[src/rtl/gc_ram_arbiter.sv]
// Request/grant arbiter for the shared 256-bit controller-state SRAM read port.
// Four ports each read single bits from their own 64-bit quarter; one-hot ack returns each bit.
module gc_ram_arbiter #(
  parameter int unsigned RAM_LATENCY = 1,
  parameter bit          WORK_CONS   = 1'b1
) (
  input  logic        clk,
  input  logic        reset,
  input  logic [3:0]  req,
  input  logic [23:0] req_addr,
  output logic [7:0]  ram_addr,
  input  logic        ram_data,
  output logic        data_out,
  output logic [3:0]  ack
);

  logic [3:0] pending_q, pending_d;
  logic [3:0] tag_q, tag_d;
  logic [3:0] ack_q, ack_d;
  logic [3:0] pipe_q [RAM_LATENCY];
  logic [3:0] pipe_d [RAM_LATENCY];
  logic [1:0] rr_ptr_q, rr_ptr_d;
  logic [1:0] slot_q, slot_d;
  logic [7:0] ram_addr_q, ram_addr_d;
  logic       data_out_q, data_out_d;

  logic [3:0] eligible;
  logic [3:0] grant_oh;
  logic [1:0] grant_idx;
  logic [1:0] scan_idx;
  logic       grant_vld;
  logic [5:0] port_addr;

  // Arbitration: round-robin over eligible ports, or a fixed slot rotation.
  always_comb begin
    eligible  = req & ~pending_q;
    grant_vld = 1'b0;
    grant_idx = '0;
    scan_idx  = '0;
    if (WORK_CONS) begin
      for (int unsigned i = 0; i < 4; i++) begin
        scan_idx = rr_ptr_q + i[1:0];
        if (!grant_vld && eligible[scan_idx]) begin
          grant_vld = 1'b1;
          grant_idx = scan_idx;
        end
      end
    end else begin
      grant_vld = eligible[slot_q];
      grant_idx = slot_q;
    end
  end

  always_comb begin
    case (grant_idx)
      2'd0:    port_addr = req_addr[5:0];
      2'd1:    port_addr = req_addr[11:6];
      2'd2:    port_addr = req_addr[17:12];
      default: port_addr = req_addr[23:18];
    endcase
  end

  // tag_q sits alongside ram_addr; pipe_q[RAM_LATENCY-1] lines up with valid ram_data.
  always_comb begin
    grant_oh   = grant_vld ? (4'b0001 << grant_idx) : '0;
    tag_d      = grant_oh;
    ram_addr_d = grant_vld ? {grant_idx, port_addr} : ram_addr_q;
    rr_ptr_d   = (WORK_CONS && grant_vld) ? grant_idx + 2'd1 : rr_ptr_q;
    slot_d     = slot_q + 2'd1;
    pipe_d[0]  = tag_q;
    for (int unsigned i = 1; i < RAM_LATENCY; i++) begin
      pipe_d[i] = pipe_q[i-1];
    end
    ack_d      = pipe_q[RAM_LATENCY-1];
    data_out_d = (|ack_d) ? ram_data : data_out_q;
    pending_d  = (pending_q & ~ack_d) | grant_oh;
  end

  always_ff @(posedge clk) begin
    if (reset) begin
      pending_q  <= '0;
      tag_q      <= '0;
      ack_q      <= '0;
      rr_ptr_q   <= '0;
      slot_q     <= '0;
      ram_addr_q <= '0;
      data_out_q <= 1'b0;
      for (int unsigned i = 0; i < RAM_LATENCY; i++) begin
        pipe_q[i] <= '0;
      end
    end else begin
      pending_q  <= pending_d;
      tag_q      <= tag_d;
      ack_q      <= ack_d;
      rr_ptr_q   <= rr_ptr_d;
      slot_q     <= slot_d;
      ram_addr_q <= ram_addr_d;
      data_out_q <= data_out_d;
      for (int unsigned i = 0; i < RAM_LATENCY; i++) begin
        pipe_q[i] <= pipe_d[i];
      end
    end
  end

  assign ram_addr = ram_addr_q;
  assign data_out = data_out_q;
  assign ack      = ack_q;

endmodule

[config.mk]
export PLATFORM = sky130hd
export DESIGN_NAME = gc_ram_arbiter
export DESIGN_NICKNAME = d
export VERILOG_FILES = /design/src/rtl/gc_ram_arbiter.sv
export SDC_FILE = /design/constraint.sdc
export NUM_CORES = 1
export LEC_CHECK = 0
export CORE_AREA = 2 2 63 65
export CTS_CLUSTER_SIZE = 30
export DETAILED_ROUTE_END_ITERATION = 7
export DIE_AREA = 0 0 65 67
export GPL_TIMING_DRIVEN = 0
export PLACE_DENSITY_LB_ADDON = 0.3
export REMOVE_ABC_BUFFERS = 1
export SETUP_SLACK_MARGIN = 0.1
export SLEW_MARGIN = 20
export SYNTH_ARGS = -nofsm -noshare
export SYNTH_HDL_FRONTEND = slang
export SYNTH_SLANG_ARGS = --single-unit
[constraint.sdc]
create_clock -name clk -period 4.1 [get_ports clk]
set_clock_uncertainty 0.1 [all_clocks]
set_input_delay 0.82 -clock clk [delete_from_list [all_inputs] [get_ports clk]]
set_output_delay 0.82 -clock clk [all_outputs]
set_load 0.02 [all_outputs]
; Word level (Yosys, flattened, before mapping)
; Memories as Yosys holds them, arrays and structs flattened.
; Cells that the tools add are included.
[word_totals]
ff_bits = 23
ram_bits = 4
input_bits = 31
mem_count = 1
[mem_list]
columns = memory, words, word_bits, rd, rd_clocked_by_memory_dff, wr, line_no
row1 = pipe_q, 1, 4, 1, 0, 1, 20  ; logic [3:0] pipe_q [RAM_LATENCY];
[op_classes]
add_sub_neg = 4
magnitude_cmp = 4
n_eq_ne = 2
shifts = 1
n_mux = 23
bitwise_logic = 5
n_reduce_logical = 9
[ops]
columns = operator, n
row1 = 6-bit one-hot mux with 3 select lines, 1
row2 = "2-bit by 3-bit less-than comparator with 1-bit output, second input constant", 4
row3 = 1-bit two-way mux, 12
row4 = 4-bit AND, 2
row5 = 1-bit binary-select mux with 2-bit select, 4
row6 = 2-bit two-way mux, 4
row7 = 4-bit two-way mux, 2
row8 = 4-bit NOT, 2
row9 = 4-bit OR reduction, 2
row10 = "2-bit by 1-bit adder with 2-bit output, second input constant", 2
row11 = "2-bit adder, second input constant", 2
row12 = 4-bit OR, 1
row13 = "1-bit by 2-bit left shift with 4-bit output, first input constant", 1
row14 = 1-bit logical AND, 3
row15 = 1-bit logical NOT, 3
row16 = "2-bit by 1-bit equality test with 1-bit output, second input constant", 1
row17 = "2-bit equality test, second input constant", 1
row18 = 2-bit logical NOT, 1

; Logic depth before layout (Yosys ltp)
; Gate-level depths: netlist of the first run.
[depth]
ltp_word = 17
ltp_mapped = 10

; Worst setup path after synthesis of the first run
; Ideal clock, no wire load.
[synth_timing]
path_type = input port to flip-flop
start = in req[3]
end = reg ram_addr_q[5], in the netlist ram_addr[5]
arrival_ps = 2316
slack_ps = 1552
cell_stages = 10
path_cell_list = nor2b_4 > o21a_1 > o22ai_1 > inv_1 > ha_1 > inv_1 > buf_1 > nand2_1 > o211ai_2 > a21oi_1
[synth_between]
elab_chain_cells = 15
elab_cells_between_ends = 27
cone_classes = eq/ne (2) / mux (17) / bitwise (1) / reduce/logical (7)
[synth_rtl]
columns = item, line_no
row1 = start: declaration, 9  ; input logic [3:0] req,
row2 = 4-bit AND *, 36  ; eligible = req & ~pending_q;
row3 = 1-bit binary-select mux with 2-bit select, 43  ; if (!grant_vld && eligible[scan_idx]) begin
row4 = 1-bit two-way mux (not written as such), 43
row5 = 1-bit two-way mux, 43
row6 = 1-bit logical NOT, 43
row7 = 1-bit logical AND, 43
row8 = 1-bit two-way mux, 43
row9 = 1-bit logical NOT, 43
row10 = 1-bit logical AND, 43
row11 = 1-bit two-way mux, 43
row12 = 1-bit logical NOT, 43
row13 = 1-bit logical AND, 43
row14 = 2-bit two-way mux *, 43
row15 = via grant_idx[1], 29  ; logic [1:0] grant_idx;
row16 = 2-bit equality test (tied with other cells), 55  ; case (grant_idx)
row17 = 6-bit one-hot mux with 3 select lines *, 55
row18 = end signal: assignment, 97  ; ram_addr_q <= ram_addr_d;
row19 = end: declaration, 24  ; logic [7:0] ram_addr_q, ram_addr_d;
; The timed path passes the listed nets; every way through them passes the cells marked *. The select of a mux whose other input is x is not followed.
; A chain may end at the register's enable or synchronous reset.

; Final worst setup path of the first run
[layout_timing]
start = in req[1]
end = reg ram_addr_q[5], in the netlist ram_addr[5]
; Same word-level chain as after synthesis.

==> results of run 1 <==
-- sequential cells by signal (all words and copies together), names as in the netlist --
register	count
ram_addr	8
ack	4
pending_q	4
pipe_d	4
pipe_q	4
rr_ptr_q	2
data_out	1
-- routing by layer --
| layer | routed length, um | share of wire, % | global-route usage, % |
|---|---|---|---|
| met4 | 29 | 1.1 | 4.79 |
| met5 | 0 | 0 | 0 |
| met1 | 1120 | 42 | 15.6 |
| met2 | 1290 | 49 | 25.0 |
| met3 | 204 | 7.7 | 2.87 |
-- cell type report --
type | count | area, sq um | area share (%)
inverters | 5 | 18.8 | 1.10
flip-flops and latches | 27 | 541 | 31.8
well taps | 48 | 60.1 | 3.53
multi-input cells | 86 | 599 | 35.2
clock buffers | 4 | 45.0 | 2.65
repair buffers | 44 | 438 | 25.7
-- critical path, cell delays in order --
cell,delay (ns)
clkdlybuf4s50_1,0.46
nor2b_1,0.27
a21oi_1,0.07
o22ai_1,0.30
inv_1,0.15
ha_1,0.34
a222oi_1,0.39
nand2_1,0.12
o211ai_2,0.08
a21oi_1,0.08
-- cells in the mapped netlist (all sizes together) --
cell type	instances	share of area (%)
a21boi	2	1.3
nand2	16	5.1
a31oi	1	0.53
dfxtp	27	46
and2	4	2.1
o211ai	6	5.9
and2b	1	0.63
buf	3	1.7
inv	5	1.6
nor2	6	1.9
o21a	1	0.63
ha	5	5.3
a21oi	14	7.2
nand2b	1	0.53
nor2b	15	8.7
nor4	2	1.1
clkbuf	4	1.3
mux2i	1	0.84
a211oi	1	0.63
o22ai	1	0.53
or4	1	0.95
nor4b	1	0.74
o21ai	1	0.42
a222oi	6	5.1
-- placed cells by master (no fill, tap or decap), types with 2 or more instances in the layout --
cell,Yosys,routed
dfxtp_1,27,27
nor2b_1,13,13
inv_1,5,5
ha_1,5,5
a222oi_1,6,6
a21oi_1,10,10
clkdlybuf4s50_1,0,43
nand2_1,16,16
nor2_1,6,6
a21oi_2,4,4
a21boi_0,2,2
o211ai_2,5,5
clkbuf_8,0,3
and2_1,4,4
-- power by group --
group	total (mW)	internal [mW]	switching, mW
Clock	0.147	0.0695	0.0772
Sequential	0.379	0.338	0.0411
Combinational	0.505	0.243	0.261
-- worst min-delay path by stage --
stage | from | cells past startpoint | slack [ns] | end
global placement | pipe_d[3] | 1 | 0.32 | pipe_q[0][3]
global route | pipe_d[3] | 1 | 0.36 | pipe_q[0][3]
floorplan | pipe_d[0] | 1 | 0.31 | pipe_q[0][0]
detailed placement | pipe_d[3] | 1 | 0.33 | pipe_q[0][3]
CTS | pipe_d[3] | 1 | 0.35 | pipe_q[0][3]
finish | pipe_d[2] | 1 | 0.35 | pipe_q[0][2]
-- stage by stage --
stage | hold WS [ns] | util, %
after floorplan | 0.314 | -
after global placement | 0.319 | 45.6
after detailed placement | 0.328 | 45.9
after CTS | 0.352 | 47.2
after global routing | 0.364 | 47.2
final | 0.347 | 47.2
-- cells by family after synthesis --
| family | count (synthesis) |
|---|---|
| flops | 27 |
| mux | 1 |
| compound gates | 33 |
| simple gates | 47 |
| fa+ha+maj | 5 |
| buf+inv | 12 |
==> results.md, run 1 <==
* Seq cells post-synth at 27
* Setup crit start: req[1]
* Core Footprint at 3610 sq um
* Vias in the first global route at 1049
* Placed cells at 210
* Cts bufs inserted at 3
* Worst R2R Setup Slack at ~1.7 ns
* Fraction of layout cells with a size suffix above 1 at 10.2%
* Clock root cell: clkbuf_8
* Setup ws final at 1.04 ns
* Worst-Skew Late Latency at around 0.27 ns
* Post-Synth Simple-Gate Area at 21.7%
* Routed wire length at 2640 um
* Diode count at 0
* Largest net degree at the start of global routing at 25
* Worst endpoint data arrival time at 3.08 ns
* Synth Area in Compound Gates at between 20 and 25%
* Hold_buf cts at 0
* Setup tns final at 0 ns
* F_max at 327 MHz
* Final instance count without filler cells at 214
* Average size of a mapped cell at 9.50 sq um
* Fin crit period at 3.06 ns
* RR Startpoint: pending_q[0]
* Clock Pin Slew Worst Setup and Hold Paths at 0.08 ns
* Final hold violations at 0
* Height of the die at 67 um
* CTS tree: built
* Setup crit start kind: input port
* HPWL after DPL at between 2000 and 2500 um
* Result of the run: completed
* Slew HR at a little over two fifths
* Largest family of logic cells by synthesized area: compound AO/OA/AOI/OAI gates
* Global route overflow at 0
* Nets at around 200
* Initial Utilization at 32.9%
* Drt wl/cell at between 10 and 15 um
* Worst reg2reg path depth at 9
* Iter 0 DRT Violations at 26
* Register area share after synthesis at a little under half
* Crit Path Max Fanout at 8
* Antenna-violating nets left at 0
* Final worst-path cycle share at roughly three quarters
* Syn-to-layout area delta at 43.3%
* Total Power at 1.03 mW
* Slew of the pin with the lowest slew margin at roughly 0.86 ns
* Vias per cell at between 4 and 5
* Setup CP Type: in2reg
* Filler cells at 357
* Mux contribution to synthesized area at less than 1%
* Synth Cell Area at approximately 1200 sq um
* I/O Pins at 44
* Row count at 22
* I/O Buffers at 43
* Worst VDD drop at 260 uV
* MaxCap Viol Count at 0
* Unrepaired setup endpoints after global routing: no
* Global router's overall resource usage at 13.7%
* CP Capture Type: flip-flop
* Post-synthesis xor/xnor area fraction at 0%
* Hold crit path type: reg2reg
* Via count at 1047
* Die span in x at 65 um
* Initial antenna violation count at 0
* CTS sink cnt at 27
* Routability cong. at 0.699
* CP Data Required Time at 4.12 ns
* Die ar. at 4360 sq um
* Synth Area in Adders at roughly 5.3%
* Leakage power at 0.666 nW
* # setup viols final at 0
* H-Tree Depth at 1
* Ys Warns at 0
* Post-CTS setup buffers at 0
* Worst setup endpoint: ram_addr[5]
* DR DRC count at 0
* First-pass GRT wire length at 4580 um
* CTS resizes at 0
* CTS Buffer Depth at 2
* Pwr dens at 606 nW/um^2
* Detailed Routing Iterations Pass 1 at 4
* Final Max Tran Viols at 0
* Dpl cell area at 1660 sq um
* Post-synth cell types at 30
* RR Endpoint: ram_addr[5]
* Design area at 1700 sq um
* Place WS at around 0.75 ns
* Post-synthesis cell count at about 130
No activity file was read; power rests on OpenSTA's default activity.
==> run 2: changes to the inputs <==
- clock period: 4.1 -> 2.9 ns (I/O delays scaled with it)
==> run 2 against run 1 <==
  * Power is 44% higher
  * Final cell count unchanged
  * Hold slack hardly changed
  * Highest routed layer unchanged
  * Routed wire length grew 0.99%
  * Critical path type unchanged
  * Die area did not move
  * Utilization is 0.56 points higher
  * Worst setup slack worse by 0.74 ns
  * Flip-flop and latch count unchanged
==> results.md, run 2 (synthesized netlist as in run 1, its figures left out) <==
* Cts bufs inserted at 3 (unchanged)
* Storage cell area at 541 sq um (unchanged)
* Die ar. at 4360 sq um (unchanged)
* Fin crit period at 2.59 ns
* Detailed Routing Iterations Pass 1 at 4 (unchanged)
* Place WS at -0.209 ns (was 0.751 ns)
* P_int at 931 uW (was 651 uW)
* Via count at 1049 (was 1047)
* Commonest non-fill, non-tap cell in the layout: clkdlybuf4s50_1 (unchanged)
* Setup ws final at 0.306 ns (was 1.04 ns)
* CP Capture Type: flip-flop (unchanged)
* Initial Utilization at 32.9% (unchanged)
* Share of power burned in registers at 36.5% (was 36.8%)
* Core Footprint at 3610 sq um (unchanged)
* Worst R2R Setup Slack at 0.69 ns (was 1.74 ns)
* Setup crit start kind: input port (unchanged)
* Final instance count without filler cells at 214 (unchanged)
* Pwr dens at 859 nW/um^2 (was 606 nW/um^2)
* Result of the run: completed (unchanged)
* Worst reg2reg path depth at 9 (unchanged)
* DR DRC count at 0 (unchanged)
* Crit-path cells: clkdlybuf4s50_1 -> and2b_1 -> a21boi_0 -> o21ai_2 -> inv_1 -> ha_1 -> a222oi_1 -> nand2_1 -> o211ai_2 -> a21oi_1 (was clkdlybuf4s50_1 -> nor2b_1 -> a21oi_1 -> o22ai_1 -> inv_1 -> ha_1 -> a222oi_1 -> nand2_1 -> o211ai_2 -> a21oi_1)
* RR Endpoint: ram_addr[5] (unchanged)
* MaxCap Viol Count at 0 (unchanged)
* Multi-input logic area at 619 sq um (was 599 sq um)
* Net Sw Power at 549 uW (was 379 uW)
* Leakage power at 0.675 nW (was 0.666 nW)
* Slew HR at 45.5% (was 42.7%)
* Worst endpoint data arrival time at 2.62 ns (was 3.08 ns)
* Final Max Tran Viols at 0 (unchanged)
* Hold_buf cts at 0 (unchanged)
* Routed wire length at 2660 um (was 2640 um)
* I/O Pins at 44 (unchanged)
* Fraction of layout cells with a size suffix above 1 at 12.7% (was 10.2%)
* Comb pwr share at 49.4% (was 49.0%)
* CP Data Required Time at 2.92 ns (was 4.12 ns)
* Slew of the pin with the lowest slew margin at 0.814 ns (was 0.857 ns)
* Antenna-violating nets left at 0 (unchanged)
* Filler cells at 353 (was 357)
* Setup CP Type: in2reg (unchanged)
* Vias per cell at 4.90 (was 4.89)
* Worst VDD drop at 346 uV (was 260 uV)
* Largest net degree at the start of global routing at 25 (unchanged)
* Nets at 203 (unchanged)
* Drt wl/cell at 12.4 um (was 12.3 um)
* Diode count at 0 (unchanged)
* Hold crit path type: reg2reg (unchanged)
* Crit Path Max Fanout at 8 (unchanged)
* Buf+Inv Stages, Crit Path at 2 (unchanged)
* CTS tree: built (unchanged)
* Total Power at 1.48 mW (was 1.03 mW)
* Worst-Skew Late Latency at 0.27 ns (about the same)
* HPWL after DPL at 2050 um (unchanged)
* Global route overflow at 0 (unchanged)
* Max incr delay on CP at 0.47 ns (was 0.46 ns)
* Vias in the first global route at 1059 (was 1049)
* Row count at 22 (unchanged)
* Hold depth at 1 (unchanged)
* Final hold violations at 0 (unchanged)
* CTS Buffer Depth at 2 (unchanged)
* Syn-to-layout area delta at 45.0% (was 43.3%)
* Placed cells at 210 (unchanged)
* I/O Buffers at 43 (unchanged)
* Post-CTS setup buffers at 0 (unchanged)
* H-Tree Depth at 1 (unchanged)
* Final worst-path cycle share at 89.5%
* Clock Pin Slew Worst Setup and Hold Paths at 0.08 ns (about the same)
* Routability cong. at 0.699 (unchanged)
* Final Util at 47.7% (was 47.2%)
* Largest register FFs at 8 (unchanged)
* Unrepaired setup endpoints after global routing: no (unchanged)
* Global router's overall resource usage at 13.9% (was 13.7%)
* Min-delay src: pipe_d[2] (unchanged)
* Iter 0 DRT Violations at 23 (was 26)
* Die span in x at 65 um (unchanged)
* Most frequent cells in the layout: clkdlybuf4s50_1 (43), dfxtp_1 (27), nand2_1 (16), nor2b_1 (12), a21oi_1 (10) (was clkdlybuf4s50_1 (43), dfxtp_1 (27), nand2_1 (16), nor2b_1 (13), a21oi_1 (10))
* Switching share of power at 37.1% (was 36.8%)
* # setup viols final at 0 (unchanged)
* Setup crit start: req[0] (was req[1])
* RR Startpoint: pending_q[0] (unchanged)
* F_max at 385 MHz
* CP top delay family: compound AO/OA/AOI/OAI gates (unchanged)
* Initial antenna violation count at 0 (unchanged)
* CTS sink cnt at 27 (unchanged)
* Clock power frac at 14.1% (was 14.2%)
* Clock root cell: clkbuf_8 (unchanged)
* First-pass GRT wire length at 4650 um (was 4580 um)
* Height of the die at 67 um (unchanged)
* Hold EP: pipe_q[0][2] (unchanged)
* Slowest cell on the critical path: clkdlybuf4s50_1 (unchanged)
[run 2: cell counts in the layout (fill, tap and decap cells not counted)]
No cell type changed its count.
[run 2: cell type report]
| class | count | share of cell area, % |
|---|---|---|
| sequential | 27 | 31.4 |
| inverter | 5 | 1.09 |
| clock buffer | 4 | 2.62 |
| multi-input combinational | 86 | 36.0 |
| tap | 48 | 3.49 |
| timing repair buffer | 44 | 25.4 |
[run 2: power groups by stage]
| stage | combinational (mW) | clock (mW) | sequential (mW) |
|---|---|---|---|
| 6_report | 0.731 | 0.208 | 0.540 |
| 5_1_grt | 0.809 | 0.240 | 0.554 |
| 4_1_cts | 0.728 | 0.217 | 0.539 |
| 3_5_place_dp | 0.720 | 0 | 0.547 |
| 3_3_place_gp | 0.701 | 0 | 0.541 |
| 2_1_floorplan | 0.414 | 0 | 0.600 |
[run 2: worst max path at each step]
stage / to / cells past startpoint
after global routing: ram_addr[5] / 10
after global placement: pipe_d[2] / 5
after CTS: ram_addr[5] / 10
after detailed placement: ram_addr[5] / 10
after floorplan: ram_addr[0] / 9
final: ram_addr[5] / 10
[run 2: routing by layer]
metal	share of wire (%)	up-vias	global-route usage, %
li1	-	515	-
met3	7.8	5	2.87
met2	49	45	25.4
met4	1.4	0	4.79
met5	0	-	0
met1	41	484	15.9
[run 2: what timing repair did]
action,4_1_cts,5_1_grt
resized for setup,1,4
setup endpoints to repair,1,6
pin swaps,0,2
[run 2: worst register-to-register path, delay by kind of cell (launching register included)]
family / cells / cell delay, ns
AOI/OAI and AO/OA: 5 / 0.83
DFF: 1 / 0.33
buffers and inverters: 1 / 0.13
adders and majority gates: 1 / 0.30
and+or+nand+nor: 2 / 0.37
[run 2: stage by stage]
step | hold slack, ns | setup TNS [ns] | instance area (sq um)
floorplan | 0.314 | 0 | 1150
global placement | 0.319 | -2.79 | 1640
detailed placement | 0.328 | -1.00 | 1660
CTS | 0.352 | 0 | 1710
global route | 0.366 | 0 | 1720
finish | 0.347 | 0 | 1720
